File: src/rtl/regfile_wb_port_pkg.sv
// Shared register-file constants for the MIPS pipeline: GPR geometry and named registers.
// The decoder and hazard unit import the same names.
package regfile_wb_port_pkg;

    localparam int REG_AW    = 5;
    localparam int REG_DW    = 32;
    localparam int REG_CNT_W = 32;

    localparam logic [REG_AW-1:0] REG_ZERO = 5'd0;
    localparam logic [REG_AW-1:0] REG_SP   = 5'd29;
    localparam logic [REG_AW-1:0] REG_RA   = 5'd31;

    typedef logic [REG_AW-1:0] regIdx_t;

endpackage

File: src/rtl/regfile_wb_port_if.sv
// Write-back stream, ID-stage read ports and the debug write counter of the register file.
// The master is the pipeline side and the slave is the register file.
interface regfile_wb_port_if
    import regfile_wb_port_pkg::*;
#(
    parameter int DW    = REG_DW,
    parameter int AW    = REG_AW,
    parameter int CNT_W = REG_CNT_W
);
    logic             RegWrite_wb;
    logic [AW-1:0]    WriteReg_wb;
    logic [DW-1:0]    RegWriteData_wb;
    logic [AW-1:0]    ReadReg1_id;
    logic [AW-1:0]    ReadReg2_id;
    logic [DW-1:0]    ReadData1_id;
    logic [DW-1:0]    ReadData2_id;
    logic [CNT_W-1:0] WriteCount;

    modport master (
        output RegWrite_wb, WriteReg_wb, RegWriteData_wb, ReadReg1_id, ReadReg2_id,
        input  ReadData1_id, ReadData2_id, WriteCount
    );

    modport slave (
        input  RegWrite_wb, WriteReg_wb, RegWriteData_wb, ReadReg1_id, ReadReg2_id,
        output ReadData1_id, ReadData2_id, WriteCount
    );
endinterface

File: src/rtl/regfile_read_port.sv
// A single combinational operand read port: $zero forcing, then an optional write-through bypass.
module regfile_read_port
    import regfile_wb_port_pkg::*;
#(
    parameter int DW = REG_DW,
    parameter int AW = REG_AW
) (
    input  logic [AW-1:0] addr,
    input  logic [DW-1:0] storeData,
    input  logic          bypassEn,
    input  logic [AW-1:0] bypassAddr,
    input  logic [DW-1:0] bypassData,
    output logic [DW-1:0] data
);

    // $zero wins over the bypass, so a write aimed at r0 can never leak out.
    always_comb begin
        data = storeData;
        if (addr == AW'(REG_ZERO)) begin
            data = '0;
        end else if (bypassEn && (bypassAddr == addr)) begin
            data = bypassData;
        end
    end

endmodule

File: src/rtl/regfile_wb_port.sv
// This is the 32 x 32 GPR file. It takes the WB write stream and serves the ID read ports.
// The build macro REGFILE_WB_BYPASS_EN enables a same-cycle WB->ID write-through bypass.
module regfile_wb_port
    import regfile_wb_port_pkg::*;
#(
    parameter int DW    = REG_DW,
    parameter int AW    = REG_AW,
    parameter int CNT_W = REG_CNT_W
) (
    input  logic             clk,
    input  logic             rst_n,
    regfile_wb_port_if.slave bus
);

    localparam int NREGS = 2 ** AW;

    logic [DW-1:0]    regFileReg [NREGS];
    logic [CNT_W-1:0] writeCountReg;
    logic             doWrite;
    logic             bypassEn;
    logic [AW-1:0]    rdAddr [2];
    logic [DW-1:0]    rdData [2];

    assign doWrite = bus.RegWrite_wb && (bus.WriteReg_wb != AW'(REG_ZERO));

`ifdef REGFILE_WB_BYPASS_EN
    // During reset the storage is being cleared, so outputs must follow storage.
    assign bypassEn = bus.RegWrite_wb && rst_n;
`else
    assign bypassEn = 1'b0;
`endif

    // Entry 0 is only ever cleared, so storage itself also reads 0 for r0.
    always_ff @(posedge clk) begin
        if (!rst_n) begin
            for (int i = 0; i < NREGS; i++) begin
                regFileReg[i] <= '0;
            end
            writeCountReg <= '0;
        end else if (doWrite) begin
            regFileReg[bus.WriteReg_wb] <= bus.RegWriteData_wb;
            writeCountReg               <= writeCountReg + CNT_W'(1);
        end
    end

    assign rdAddr[0] = bus.ReadReg1_id;
    assign rdAddr[1] = bus.ReadReg2_id;

    for (genvar gi = 0; gi < 2; gi++) begin : gReadPort
        regfile_read_port #(
            .DW(DW),
            .AW(AW)
        ) uReadPort (
            .addr      (rdAddr[gi]),
            .storeData (regFileReg[rdAddr[gi]]),
            .bypassEn  (bypassEn),
            .bypassAddr(bus.WriteReg_wb),
            .bypassData(bus.RegWriteData_wb),
            .data      (rdData[gi])
        );
    end

    assign bus.ReadData1_id = rdData[0];
    assign bus.ReadData2_id = rdData[1];
    assign bus.WriteCount   = writeCountReg;

endmodule
File: src/flat_wrapper.sv
// flat-port wrapper written by rule: the top's interface ports become plain ports
module regfile_wb_port_flat import regfile_wb_port_pkg::*;
#(
    parameter int DW    = REG_DW,
    parameter int AW    = REG_AW,
    parameter int CNT_W = REG_CNT_W
)
  (clk, rst_n, bus_RegWrite_wb, bus_WriteReg_wb, bus_RegWriteData_wb, bus_ReadReg1_id, bus_ReadReg2_id, bus_ReadData1_id, bus_ReadData2_id, bus_WriteCount);
  regfile_wb_port_if #(.DW(DW), .AW(AW), .CNT_W(CNT_W)) bus_i ();
  input  logic clk;
  input  logic rst_n;
  input wire logic [$bits(bus_i.RegWrite_wb)-1:0] bus_RegWrite_wb;
  input wire logic [$bits(bus_i.WriteReg_wb)-1:0] bus_WriteReg_wb;
  input wire logic [$bits(bus_i.RegWriteData_wb)-1:0] bus_RegWriteData_wb;
  input wire logic [$bits(bus_i.ReadReg1_id)-1:0] bus_ReadReg1_id;
  input wire logic [$bits(bus_i.ReadReg2_id)-1:0] bus_ReadReg2_id;
  output wire logic [$bits(bus_i.ReadData1_id)-1:0] bus_ReadData1_id;
  output wire logic [$bits(bus_i.ReadData2_id)-1:0] bus_ReadData2_id;
  output wire logic [$bits(bus_i.WriteCount)-1:0] bus_WriteCount;
  assign bus_i.RegWrite_wb = bus_RegWrite_wb;
  assign bus_i.WriteReg_wb = bus_WriteReg_wb;
  assign bus_i.RegWriteData_wb = bus_RegWriteData_wb;
  assign bus_i.ReadReg1_id = bus_ReadReg1_id;
  assign bus_i.ReadReg2_id = bus_ReadReg2_id;
  assign bus_ReadData1_id = bus_i.ReadData1_id;
  assign bus_ReadData2_id = bus_i.ReadData2_id;
  assign bus_WriteCount = bus_i.WriteCount;
  regfile_wb_port #(.DW(DW), .AW(AW), .CNT_W(CNT_W)) u_core (.clk(clk), .rst_n(rst_n), .bus(bus_i));
endmodule
File: config.mk
export PLATFORM = sky130hd
export DESIGN_NAME = regfile_wb_port_flat
export DESIGN_NICKNAME = d
export VERILOG_FILES = /design/src/rtl/regfile_wb_port_pkg.sv /design/src/rtl/regfile_wb_port_if.sv /design/src/rtl/regfile_read_port.sv /design/src/rtl/regfile_wb_port.sv /design/src/flat_wrapper.sv
export SDC_FILE = /design/constraint.sdc
export NUM_CORES = 2
export LEC_CHECK = 0
export CORE_UTILIZATION = 68
export DETAILED_ROUTE_END_ITERATION = 12
export PLACE_DENSITY = 0.87
export SYNTH_ARGS = -nofsm -noshare
export SYNTH_HDL_FRONTEND = slang
export SYNTH_SLANG_ARGS = --single-unit
File: constraint.sdc
create_clock -name clk -period 8.96 [get_ports clk]
set_clock_uncertainty 0.15 [all_clocks]
set_input_delay 1.792 -clock clk [delete_from_list [all_inputs] [get_ports clk]]
set_output_delay 1.792 -clock clk [all_outputs]
set_load 0.01 [all_outputs]
**Word-level counts from Yosys, hierarchy flattened**

Memories as Yosys holds them, arrays and structs flattened.
Cells that the tools add are included.

- Register bits: 32
- RAM bits: 1024
- Bits of input ports: 50
- Output and inout port bits: 96
- Logic and storage cells: 17
- Memories: 1

- $add $sub $neg: 1
- Mux-type cells: 9
- Reduce and logical (&&, ||, !) cells: 5

Memory list:

| memory | depth | bits a word | read ports | clocked after memory_dff | wr ports | line | RTL |
|---|---|---|---|---|---|---|---|
| u_core.regFileReg | 32 | 32 | 2 | 0 | 32 | regfile_wb_port.sv:17 | `logic [DW-1:0] regFileReg [NREGS];` |

Operators with widths:

| operator | number |
|---|---|
| 2-to-1 mux 32 bit | 3 |
| adder 32 x 1 -> 32 bit, second input constant | 1 |
| OR reduction 32 bit | 1 |
| zero test 5 bit | 2 |
| 2-to-1 mux 1 bit | 5 |
| 2-to-1 mux 5 bit | 1 |
| nonzero test 5 bit | 1 |
| logical AND 1 bit | 1 |

**Depth between registers and ports, before layout**

- Word-level depth: 7
- Mapped depth: 8
- Depth with buffers taken out: 5

**Hierarchy**

A second synthesis with hierarchy kept.

- Cell total of the unflattened synthesis: 5032
- Area, all modules: 58284.6 sq um

Modules (own cells, without submodules):

| module | times used | cells each | area an instance (sq um) | sequential area each (sq um) |
|---|---|---|---|---|
| regfile_wb_port | 1 | 4786 | 56993.4 | 31390.1 |
| regfile_read_port | 2 | 123 | 645.6 | 0.0 |

**Worst setup path before layout**

Ideal clock, no wire load.

- Kind: input -> register
- Start: in bus_WriteReg_wb[4]
- End: mem u_core.regFileReg[5][0] (netlist name), enable pin
- Setup time: 0.466 ns
- Arrival: 4.852 ns
- Data required time: 8.344 ns
- Setup slack: 3.492 ns
- Cell stages on the path: 4
- Path buffers: 2
- Path through: buf_4 or3b_2 buf_2 o21ai_0

RTL lines:

| what | line | RTL |
|---|---|---|
| from (decl) | flat_wrapper.sv:13 | `input wire logic [$bits(bus_i.WriteReg_wb)-1:0] bus_WriteReg_wb;` |
| to (decl) | regfile_wb_port.sv:17 |  |

**Worst setup path after layout**

- Start: in bus_ReadReg2_id[3]
- End: out bus_ReadData2_id[17]

- Word-level cells in the longest chain between the ends: 2
- Elaborated cells between the ends (all ways): 3
- Classes of those cells: 1 x mux; 1 x reduce/logical; 1 x memory

Ends and longest elaborated chain:

| what | line | RTL |
|---|---|---|
| from (decl) | flat_wrapper.sv:16 | `input wire logic [$bits(bus_i.ReadReg2_id)-1:0] bus_ReadReg2_id;` |
| memory (32 x 32 bit) / zero test 5 bit (equally long branches) | -- |  |
| 2-to-1 mux 32 bit (*) | regfile_read_port.sv:19 | `if (addr == AW'(REG_ZERO)) begin` |
| to (decl) | flat_wrapper.sv:18 | `output wire logic [$bits(bus_i.ReadData2_id)-1:0] bus_ReadData2_id;` |

Every way passes the cells marked *; elsewhere a longest branch is shown, timed or not.

==> impl_metrics.env <==
export IMPL_switching_share_pct=24.9
export IMPL_post_drt_wl_per_cell_um=35.6
export IMPL_power_internal_mw=8.92
export IMPL_crit_path_max_incr_delay_ns=0.86
export IMPL_post_place_ws_ns=1.75
export IMPL_maxCapViolations=0
export IMPL_final_core_util_pct=75.9
export IMPL_crit_buf_inv=3
export IMPL_dp_hpwl_mm=97.8
export IMPL_synth_xor_area_share_pct=0.326
export IMPL_start_kind="input pin"
export IMPL_critPathSlowestCell="or2_2"
export IMPL_path_max_fanout=32
export IMPL_outcome="complete, no violations"
export IMPL_reg2reg_slack_ns=6.76
export IMPL_crit_path_end_kind="output port"
export IMPL_gr_total_overflow=0
export IMPL_fin_cells=4876
export IMPL_ys_ff_latch=1056
export IMPL_ctsRootBufferMaster="clkbuf_16"
export IMPL_synth_area_leader_cell="edfxtp_1"
export IMPL_synth_simple_gate_area_share_pct=13.0
export IMPL_irDropWorstVdd_mv=0.162
export IMPL_worstPathArrival_ns=5.55
export IMPL_path_cells="buf_2, or2_2, nor4_4, buf_4, a21oi_1, o21ai_0, a31oi_1, clkdlybuf4s50_1"
export IMPL_fmax_ghz=0.133
export IMPL_crit_required_ns=7.02
export IMPL_slew_headroom_pct=11.0
export IMPL_clock_path_buffers=3
export IMPL_yosys_area_top_type_share_pct=54.5
export IMPL_detail_route_antenna_nets=0
export IMPL_worstHoldStart="u_core.bus.WriteCount[31]"
export IMPL_synth_edf_count=1024
export IMPL_insertion_delay_ns=0.68
export IMPL_post_route_period_util_pct=83.7
export IMPL_tns_ns=0
export IMPL_ys_seq_area_share_pct=55.6
export IMPL_htreeDepth=3
export IMPL_rr_startpoint="u_core.bus.WriteCount[2]"
export IMPL_hold_class="reg -> reg"
export IMPL_synthAdderAreaFrac_pct=0.0222
export IMPL_io_pins=146
export IMPL_ys_types=51
export IMPL_setup_worst_path_start="bus_ReadReg2_id[3]"
export IMPL_dpl_cell_area_mm2=0.0588
export IMPL_drc=0
export IMPL_drt_iter0_drc=6274
export IMPL_async_flop_share_pct=0
export IMPL_dieArea_mm2=0.0841
export IMPL_synth_area_mux_share_pct=24.1
export IMPL_pwr_share_comb_pct=12.8
export IMPL_start_util_pct=68.7
export IMPL_die_h_um=290
export IMPL_syn_avg_cell_area_um2=15.2
export IMPL_antenna_found_initial=10
export IMPL_postLayoutCellArea_mm2=0.0623
export IMPL_grt_pass1_wl_mm=250
export IMPL_power_density_mw_per_mm2=190
export IMPL_worst_slack_ns=1.46
export IMPL_yosys_warnings=0
export IMPL_syn_inst=3704
export IMPL_wirelength_mm=174
export IMPL_areaGrowthSynthToFinish_pct=10.5
export IMPL_maxSlewViolCount=0
export IMPL_synth_ff_type="edfxtp_1"
export IMPL_grt_max_degree=97
export IMPL_synth_top_family_by_area="multiplexers"
export IMPL_cts_repair_resized=0
export IMPL_first_pass_iters=8
export IMPL_seqPwrFrac_pct=49.1
export IMPL_synth_compound_area_share_pct=3.54
export IMPL_via_count=37319
export IMPL_rsz0062_at_grt="false"
export IMPL_critPathKind="in -> out"
export IMPL_setup_violations=0
export IMPL_grt_use_total_pct=41.6
export IMPL_dp_cells=4670
export IMPL_portBuffers=145
export IMPL_synthTopCellsByArea="edfxtp_1, mux4_2, and2_1, mux2i_1, mux2_2"
export IMPL_hold_violations=0
export IMPL_via_per_inst=7.65
export IMPL_min_period_ns=7.50
export IMPL_clk_pin_slew_worst_paths_ns=0.06
export IMPL_cts_hold_buf=0
export IMPL_core_mm2=0.0821
export IMPL_die_w_um=290
export IMPL_layout_nets=3760
export IMPL_rows=105
export IMPL_drive_gt1_share_pct=26.0
export IMPL_cts_setup_buffers=0
export IMPL_routabilityCongestion=0.908
export IMPL_critPathTopFamily="buffers and inverters"
export IMPL_grt_pass1_vias=37924
export IMPL_cts_sinks=1056
export IMPL_netlist_area_mm2=0.0564
export IMPL_cts_tree="built"
export IMPL_switchingPower_mw=2.96
export IMPL_numCtsBuffers=107
export IMPL_tightestPinTransition_ns=1.33
export IMPL_clkPwrFrac_pct=38.1
export IMPL_leakage_nw=21.3
==> worst reg2reg max path, cell delays in order (launching register included) <==
cell and delay (ns):
dfxtp_1 0.44, and4_1 0.34, and4_1 0.44, nand3_1 0.22, or3_1 0.39, a21oi_1 0.14
==> power groups by stage <==
stage,Combinational (mW),Clock (mW),Sequential (mW)
after floorplan,0.932,0,5.87
after global placement,1.43,0,5.88
after detailed placement,1.45,0,5.92
after CTS,1.47,4.51,5.82
after global routing,1.54,4.69,5.85
final,1.52,4.52,5.83
==> metrics by stage <==
step                      power (mW)  hold slack, ns
after detailed placement        7.37           0.335
after floorplan                 6.80           0.352
after global routing            12.1           0.375
final                           11.9           0.352
after CTS                       11.8           0.350
after global placement          7.31           0.326
==> cells by family after synthesis <==
group,Yosys count
other,1
xor gates and xnor gates,21
adders and majority gates,1
muxes,706
DFF,1056
and+or+nand+nor,1213
buffers and inverters,399
AOI/OAI and AO/OA,307
==> final timing paths <==
path                                     to  cells after the start
setup reg to reg  u_core.bus.WriteCount[28]                      5
hold / removal    u_core.bus.WriteCount[31]                      2
hold reg to reg   u_core.bus.WriteCount[31]                      2
setup / recovery       bus_ReadData2_id[17]                      8
==> Yosys cell counts, types with 13 or more instances <==
cell	number
a21oi_1	122
a221oi_1	19
a221oi_2	30
a22oi_1	15
a31oi_1	15
and2_1	964
and3_1	36
buf_2	93
buf_4	33
buf_6	26
clkbuf_1	223
clkbuf_2	14
dfxtp_1	32
edfxtp_1	1024
mux2_2	79
mux2i_1	115
mux4_2	512
nand2_1	32
nand4_1	15
nor2_1	102
o21ai_0	88
o21ai_1	13
xor2_1	16
==> cell usage in the layout, fill, tap and decap left out, types with 16 or more instances in the layout <==
cell type        instances
a21oi_1                122
a221oi_1                19
a221oi_2                30
and2_1                 963
and3_1                  36
buf_4                  107
clkbuf_16              108
clkdlybuf4s50_1        134
clkinv_1                27
clkinv_2                22
conb_1                  32
dfxtp_1                 32
edfxtp_1              1024
mux2_2                  79
mux2i_1                115
mux4_2                 512
nand2_1                 32
nor2_1                  78
nor2_2                  29
o21ai_0                 59
o21ai_4                 30
xor2_1                  16
==> per-layer routing <==
metal	track usage (%)	share of wire (%)	up-vias	wire length, um
li1	-	-	14208	-
met1	53.1	31	18237	53300
met2	62.4	45	3989	78600
met3	13.4	17	877	29000
met4	26.1	7.4	8	12900
met5	0.340	0.042	-	73
==> sequential cells by signal, summed over array words and instances, names as in the netlist <==
name,flops
u_core.regFileReg,1024
u_core.bus.WriteCount,32
==> final cells by class <==
type	instances	area (um2)
Antenna cell	5	12.5
Clock buffer	122	2760
Clock inverter	79	746
Fill cell	4544	19800
Inverter	2	7.51
Multi-Input combinational cell	2280	23600
Sequential cell	1056	31400
Tap cell	1070	1340
Timing Repair Buffer	262	2470
Note: power is estimated with default switching activity, not from simulation.
